`src/rtl/gerenciador_tiros_pkg.sv`:
```
// Shared types and helpers for the parametrised shot manager.
// Direction encoding, FSM states and the per-direction unit step.
package gerenciador_tiros_pkg;

    typedef enum logic [1:0] {
        OCIOSO = 2'd0,
        MOVE   = 2'd1,
        FIM    = 2'd2
    } estado_t;

    typedef enum logic [2:0] {
        DIR_N  = 3'd0,
        DIR_NE = 3'd1,
        DIR_E  = 3'd2,
        DIR_SE = 3'd3,
        DIR_S  = 3'd4,
        DIR_SW = 3'd5,
        DIR_W  = 3'd6,
        DIR_NW = 3'd7
    } direcao_t;

    typedef struct packed {
        logic signed [1:0] dx;
        logic signed [1:0] dy;
    } delta_t;

    localparam logic signed [1:0] D_MENOS = 2'sb11;
    localparam logic signed [1:0] D_ZERO  = 2'sb00;
    localparam logic signed [1:0] D_MAIS  = 2'sb01;

    // Screen convention: y grows downwards, so north is y-1.
    function automatic delta_t delta_direcao(input direcao_t d);
        delta_t r;
        case (d)
            DIR_N:   r = '{dx: D_ZERO,  dy: D_MENOS};
            DIR_NE:  r = '{dx: D_MAIS,  dy: D_MENOS};
            DIR_E:   r = '{dx: D_MAIS,  dy: D_ZERO};
            DIR_SE:  r = '{dx: D_MAIS,  dy: D_MAIS};
            DIR_S:   r = '{dx: D_ZERO,  dy: D_MAIS};
            DIR_SW:  r = '{dx: D_MENOS, dy: D_MAIS};
            DIR_W:   r = '{dx: D_MENOS, dy: D_ZERO};
            default: r = '{dx: D_MENOS, dy: D_MENOS};
        endcase
        return r;
    endfunction

endpackage

```
`src/rtl/gerenciador_tiros_calcula_passo.sv`:
```
// Combinational single-step mover for one shot.
// Computes the next position and flags when it would leave the playfield.
module calcula_passo_tiro
    import gerenciador_tiros_pkg::*;
#(
    parameter int COORD_W    = 6,
    parameter int LARGURA    = 64,
    parameter int ALTURA     = 48,
    parameter int VELOCIDADE = 1
) (
    input  logic [COORD_W-1:0] x,
    input  logic [COORD_W-1:0] y,
    input  logic [2:0]         direcao,
    output logic [COORD_W-1:0] next_x,
    output logic [COORD_W-1:0] next_y,
    output logic               fora_limite
);

    localparam logic signed [COORD_W:0] VEL = (COORD_W+1)'(VELOCIDADE);

    function automatic logic signed [COORD_W:0] avanca(
        input logic signed [COORD_W:0] p,
        input logic signed [1:0]       d
    );
        case (d)
            D_MAIS:  return p + VEL;
            D_MENOS: return p - VEL;
            default: return p;
        endcase
    endfunction

    delta_t                  delta;
    logic signed [COORD_W:0] nx;
    logic signed [COORD_W:0] ny;

    // One extra signed bit: a negative result or a wrap past the top of the
    // signed range both show up in the sign bit and count as out of range.
    always_comb begin
        delta       = delta_direcao(direcao_t'(direcao));
        nx          = avanca($signed({1'b0, x}), delta.dx);
        ny          = avanca($signed({1'b0, y}), delta.dy);
        fora_limite = nx[COORD_W] || ny[COORD_W] ||
                      (int'(nx) >= LARGURA) || (int'(ny) >= ALTURA);
        next_x      = nx[COORD_W-1:0];
        next_y      = ny[COORD_W-1:0];
    end

endmodule

```
`src/rtl/gerenciador_tiros_param.sv`:
```
// Parametrised shot manager: loads shots at the ship, advances them one slot
// per cycle on each game tick, retires out-of-range and killed shots.
module gerenciador_tiros_param
    import gerenciador_tiros_pkg::*;
#(
    parameter int N_TIROS    = 4,
    parameter int COORD_W    = 6,
    parameter int LARGURA    = 64,
    parameter int ALTURA     = 48,
    parameter int VELOCIDADE = 1
) (
    input  logic                         clock,
    input  logic                         reset,
    input  logic                         disparar,
    input  logic [2:0]                   direcao,
    input  logic [COORD_W-1:0]           nave_x,
    input  logic [COORD_W-1:0]           nave_y,
    input  logic                         passo,
    input  logic                         destruir,
    input  logic [3:0]                   destruir_idx,
    output logic [N_TIROS-1:0]           tiros_valido,
    output logic [N_TIROS*COORD_W-1:0]   tiros_x,
    output logic [N_TIROS*COORD_W-1:0]   tiros_y,
    output logic                         disparo_aceito,
    output logic                         disparo_rejeitado,
    output logic                         cheio,
    output logic [$clog2(N_TIROS+1)-1:0] num_tiros,
    output logic                         pronto,
    output logic [1:0]                   db_estado
);

    localparam int IDX_W = (N_TIROS > 1) ? $clog2(N_TIROS) : 1;
    localparam int CNT_W = $clog2(N_TIROS+1);

    estado_t            estado;
    estado_t            prox_estado;
    logic [IDX_W-1:0]   idx;

    logic [N_TIROS-1:0] valido;
    logic [COORD_W-1:0] pos_x [N_TIROS];
    logic [COORD_W-1:0] pos_y [N_TIROS];
    logic [2:0]         dir   [N_TIROS];

    logic               pend_valido;
    logic [2:0]         pend_dir;
    logic [COORD_W-1:0] pend_x;
    logic [COORD_W-1:0] pend_y;

    logic               ocioso;
    logic               move_en;
    logic               pronto_d;

    logic [IDX_W-1:0]   livre_idx;
    logic               tem_livre;
    logic               req_ativo;
    logic               carrega;
    logic               captura;
    logic               rejeita;
    logic [2:0]         req_dir;
    logic [COORD_W-1:0] req_x;
    logic [COORD_W-1:0] req_y;
    logic [CNT_W-1:0]   contagem;

    logic [COORD_W-1:0] mv_next_x;
    logic [COORD_W-1:0] mv_next_y;
    logic               mv_fora;

    // FSM: state register
    always_ff @(posedge clock) begin
        if (reset) estado <= OCIOSO;
        else       estado <= prox_estado;
    end

    // FSM: next state
    always_comb begin
        prox_estado = estado;
        case (estado)
            OCIOSO:  if (passo) prox_estado = MOVE;
            MOVE:    if (idx == IDX_W'(N_TIROS-1)) prox_estado = FIM;
            FIM:     prox_estado = OCIOSO;
            default: prox_estado = OCIOSO;
        endcase
    end

    // FSM: outputs
    always_comb begin
        ocioso   = (estado == OCIOSO);
        move_en  = (estado == MOVE);
        pronto_d = (estado == FIM);
    end

    calcula_passo_tiro #(
        .COORD_W    (COORD_W),
        .LARGURA    (LARGURA),
        .ALTURA     (ALTURA),
        .VELOCIDADE (VELOCIDADE)
    ) u_passo (
        .x           (pos_x[idx]),
        .y           (pos_y[idx]),
        .direcao     (dir[idx]),
        .next_x      (mv_next_x),
        .next_y      (mv_next_y),
        .fora_limite (mv_fora)
    );

    always_comb begin
        livre_idx = '0;
        tem_livre = 1'b0;
        contagem  = '0;
        for (int unsigned i = N_TIROS; i > 0; i--) begin
            if (!valido[i-1]) begin
                livre_idx = IDX_W'(i-1);
                tem_livre = 1'b1;
            end
        end
        for (int unsigned i = 0; i < N_TIROS; i++)
            contagem = contagem + CNT_W'(valido[i]);
    end

    // In OCIOSO a held request is served before a fresh one; a fresh one
    // arriving while the latch is still full is dropped.
    always_comb begin
        req_ativo = ocioso && (pend_valido || disparar);
        req_dir   = pend_valido ? pend_dir : direcao;
        req_x     = pend_valido ? pend_x   : nave_x;
        req_y     = pend_valido ? pend_y   : nave_y;
        carrega   = req_ativo && tem_livre;
        captura   = !ocioso && disparar && !pend_valido;
        rejeita   = (req_ativo && !tem_livre) || (disparar && pend_valido);
    end

    always_ff @(posedge clock) begin
        if (reset) begin
            pend_valido <= 1'b0;
            pend_dir    <= '0;
            pend_x      <= '0;
            pend_y      <= '0;
        end else if (ocioso && pend_valido) begin
            pend_valido <= 1'b0;
        end else if (captura) begin
            pend_valido <= 1'b1;
            pend_dir    <= direcao;
            pend_x      <= nave_x;
            pend_y      <= nave_y;
        end
    end

    always_ff @(posedge clock) begin
        if (reset)                idx <= '0;
        else if (ocioso && passo) idx <= '0;
        else if (move_en)         idx <= idx + IDX_W'(1);
    end

    // A load only targets a free slot, so it never collides with a kill of a
    // live shot; a kill still beats the move of its own slot.
    always_ff @(posedge clock) begin
        if (reset) begin
            valido <= '0;
            for (int unsigned i = 0; i < N_TIROS; i++) begin
                pos_x[i] <= '0;
                pos_y[i] <= '0;
                dir[i]   <= '0;
            end
        end else begin
            for (int unsigned i = 0; i < N_TIROS; i++) begin
                if (carrega && livre_idx == IDX_W'(i)) begin
                    valido[i] <= 1'b1;
                    pos_x[i]  <= req_x;
                    pos_y[i]  <= req_y;
                    dir[i]    <= req_dir;
                end else if (destruir && destruir_idx == 4'(i)) begin
                    valido[i] <= 1'b0;
                end else if (move_en && idx == IDX_W'(i) && valido[i]) begin
                    if (mv_fora) begin
                        valido[i] <= 1'b0;
                    end else begin
                        pos_x[i] <= mv_next_x;
                        pos_y[i] <= mv_next_y;
                    end
                end
            end
        end
    end

    always_ff @(posedge clock) begin
        if (reset) begin
            disparo_aceito    <= 1'b0;
            disparo_rejeitado <= 1'b0;
            pronto            <= 1'b0;
            cheio             <= 1'b0;
            num_tiros         <= '0;
        end else begin
            disparo_aceito    <= carrega;
            disparo_rejeitado <= rejeita;
            pronto            <= pronto_d;
            cheio             <= &valido;
            num_tiros         <= contagem;
        end
    end

    always_comb begin
        tiros_valido = valido;
        db_estado    = estado;
        for (int unsigned i = 0; i < N_TIROS; i++) begin
            tiros_x[i*COORD_W +: COORD_W] = pos_x[i];
            tiros_y[i*COORD_W +: COORD_W] = pos_y[i];
        end
    end

endmodule

```
`config.mk`:
```
export PLATFORM = sky130hd
export DESIGN_NAME = gerenciador_tiros_param
export DESIGN_NICKNAME = d
export VERILOG_FILES = /design/src/rtl/gerenciador_tiros_pkg.sv /design/src/rtl/gerenciador_tiros_calcula_passo.sv /design/src/rtl/gerenciador_tiros_param.sv
export SDC_FILE = /design/constraint.sdc
export NUM_CORES = 1
export LEC_CHECK = 0
export CAP_MARGIN = 20
export CORE_MARGIN = 2
export CORE_UTILIZATION = 34
export DETAILED_ROUTE_END_ITERATION = 7
export DONT_BUFFER_PORTS = 1
export SYNTH_ARGS = -nofsm -noshare
export SYNTH_HDL_FRONTEND = slang
export SYNTH_SLANG_ARGS = --single-unit
```
`constraint.sdc`:
```
create_clock -name clock -period 8.07 [get_ports clock]
set_input_delay 2.421 -clock clock [delete_from_list [all_inputs] [get_ports clock]]
set_output_delay 2.421 -clock clock [all_outputs]
set_load 0.02 [all_outputs]
```
==> flow_summary.ini <==
[layout]
fillCellCount = 1376
regArea_um2 = 2462
drive_above_1_share_pct = 10.32
fin_util_pct = 36.87
syn2layout_area_growth_pct = 7.407
layout.nets = 473
stdcell_area_um2 = 5298
final_common_cell = edfxtp_1
multi_input_area_um2 = 2257
layout_common_cells = edfxtp_1, nand2_1, o22ai_1, nor2_1, dfxtp_1

[clocking]
cts_setup_buffers = 0
cts_inserted_buffers = 9
cts.sink_count = 93
cts_tree = done
cts_resized = 0
clk_pin_slew_ps = 70
cts_hold_buf = 0
clockRootBuffer = clkbuf_16
clk_latency_ps = 350
cts_buffer_depth = 2
h-tree-depth = 3

[worst_hold_path]
min_path_type = reg2reg
min_path_cells = 2
hold_end = pend_x[3]
min_from = pend_x[3]

[sta]
setup_viol = 0
fin_skew_ps = 10.44
finalMaxSlewViolations = 0
tns_ps = 0
rsz0062_at_grt = no
max_slew_margin_pct = 33.00
fin_worst_hold_slack_ps = 447.4
period_share_pct = 78.10
tightestPinTransition_ps = 1004
hold_viol = 0
period_needed_ps = 6303
max_freq_mhz = 158.7
setup_slack_ps = 1767

[global_routing]
grt_pass1_wl_um = 20380
grt-ovfl-total = 0
grt_usage_pct = 17.11
grt_pass1_vias = 3414
antenna_found_initial = 1
grt_start_max_net_pins = 29

[synthesis]
synth_area_um2 = 4932
synth_cells = 444
ys.flop_type = edfxtp_1
synthMuxAreaShare_pct = 10.30
yosysWarnings = 0
ys_seq_area_share_pct = 49.92
synth_xor_area_share_pct = 1.725
synth_seq_cells = 93
synthAdderAreaFrac_pct = 5.226
synth_area_per_cell_um2 = 11.11
synth_compound_area_share_pct = 14.43
syn_nets = 486
synthSimpleGateAreaFrac_pct = 14.08
synth_edf_count = 60
synth_top_family_by_area = compound AO/OA/AOI/OAI gates
synth_cell_types = 57
synthArstFlopShare_pct = 0

[floorplan]
die_height_um = 124.4
dieWidth_um = 124.4
rows = 44
io_pins = 85
core_um2 = 14370
die_area_um2 = 15490
initial_utilization_pct = 34.33

[route]
ant_nets = 0
drtIter0Drc = 385
wl_um = 13190
wl_met3_um = 1467
first_pass_iters = 5
viasPerCell = 5.853
avgRoutedWirePerCell_um = 21.24
via_count = 3635
met1_length_um = 5361
route.detailed.drc = 0
wl_met2_um = 6196
highest_layer = met4

[setup_path]
worstSetupStartpointType = flip-flop
crit_required_ps = 8050
r2r-end = pos_x[1][3]
crit_buf_inv = 1
crit_family = simple AND/OR/NAND/NOR gates
crit_slowest_cell = dfxtp_1
critPathMaxFanout = 15
worstSetupPathType = reg2reg
max_stage_delay_ps = 980
rr_worst_depth = 15
rrSetupSlack_ps = 1770
crit_arrival_ps = 6290
path_cells = mux4_2 > and3_1 > nor2_1 > inv_1 > ha_1 > a31o_2 > or3_1 > o211ai_1 > xor2_1 > nor2_1 > ha_1 > and3_1 > a221oi_4 > nand4_2 > nand2b_1
crit_path_end_kind = flip-flop

[pwr]
vdd_drop_max_mv = 0.1247
p_per_area_nw_per_um2 = 238.9
leakage_nw = 1.875

[job]
cap_violations = 0

[place]
hpwl_um = 10250
dp_slack_ps = 1862
gp_congestion = 0.9066
numPortBuffers = 0
placed_cell_area_um2 = 5029

[outcome]
status = completed
## worst reg2reg max path: cells and delay by family, from the launching register on
kind | cells | cell delay, ps
muxes | 1 | 730
adders and majority gates | 2 | 610
xor gates and xnor gates | 1 | 460
DFF | 1 | 980
and+or+nand+nor | 7 | 2210
AOI/OAI and AO/OA | 3 | 810
buffers and inverters | 1 | 130
## stage by stage
step           instances   power, W
5_1_grt              620   0.001314
6_report             621   0.001265
2_1_floorplan        444  0.0008089
4_1_cts              620   0.001263
3_5_place_dp         604  0.0008833
3_3_place_gp         604  0.0008782
## registers in the layout, indices dropped and copies added (netlist names), named ones only
signal             cells
pos_y                 24
num_tiros              3
pend_dir               3
tiros_valido           4
dir                   12
pend_y                 6
cheio                  1
idx                    2
pos_x                 24
pend_x                 6
db_estado              2
disparo_aceito         1
pend_valido            1
disparo_rejeitado      1
pronto                 1
## metal layers
layer  global-route usage [%]  vias to the layer above
met2                    26.58                      189
met3                    6.014                       14
met5                        0                        -
met1                    22.38                     1790
met4                    5.552                        0
li1                         -                     1642
## final cells by class
class | count | area share [%]
diodes | 1 | 0.04724
clock buffers | 10 | 4.322
clock inverters | 6 | 0.7085
inverters | 19 | 1.346
multi-input cells | 307 | 42.61
flip-flops and latches | 93 | 46.48
well taps | 184 | 4.346
repair buffers | 1 | 0.1417
## synth_stat cells (2+ instances only)
cell       n  area share (%)
edfxtp_1  60              37
nand2_1   57             4.3
o22ai_1   49             6.2
dfxtp_1   33              13
nor2_1    33             2.5
a21oi_1   24             2.4
inv_1     19             1.4
mux2i_1   17             3.4
clkbuf_1  16             1.2
ha_1      15             3.8
mux4_2    15             6.8
o21ai_0    8            0.81
nor2b_1    7            0.89
nor3b_1    7             1.1
buf_6      6             1.4
nor3_1     6            0.61
nand2b_1   5            0.63
o21bai_1   5            0.76
and3_1     4            0.51
nand4_2    4             1.0
xnor2_1    4            0.71
a31o_2     3            0.53
fa_1       3             1.2
nand3_1    3            0.30
a21o_1     2            0.30
a31oi_1    2            0.25
a32oi_1    2            0.36
o211ai_1   2            0.30
o21a_1     2            0.30
or3b_2     2            0.36
xnor2_2    2            0.66
xor2_1     2            0.36
## worst max path at each step
stage	to	depth (start not counted)	from	slack [ps]
3_5_place_dp	pos_x[1][0]	15	flip-flop	1860
4_1_cts	pos_y[1][1]	15	flip-flop	1840
3_3_place_gp	pos_x[1][0]	15	flip-flop	1990
2_1_floorplan	pos_x[3][0]	17	flip-flop	3360
6_report	pos_x[1][3]	15	flip-flop	1770
5_1_grt	pos_y[1][3]	16	flip-flop	1380
## report_power, final
group,switching [W],leakage [nW],internal (W),total [W]
clock network,0.000176,0.126,0.000208,0.000384
logic,0.000186,0.853,0.0000989,0.000285
registers,0.0000566,0.896,0.000540,0.000597
## cells by family (layout without fill, tap and decap cells)
family,after synthesis,after routing
buffers and inverters,44,36
and+or+nand+nor,138,138
other,0,1
adders and majority gates,19,19
xor gates and xnor gates,8,8
DFF,93,93
AOI/OAI and AO/OA,110,110
muxes,32,32
Power figures use the tool's default switching activity.
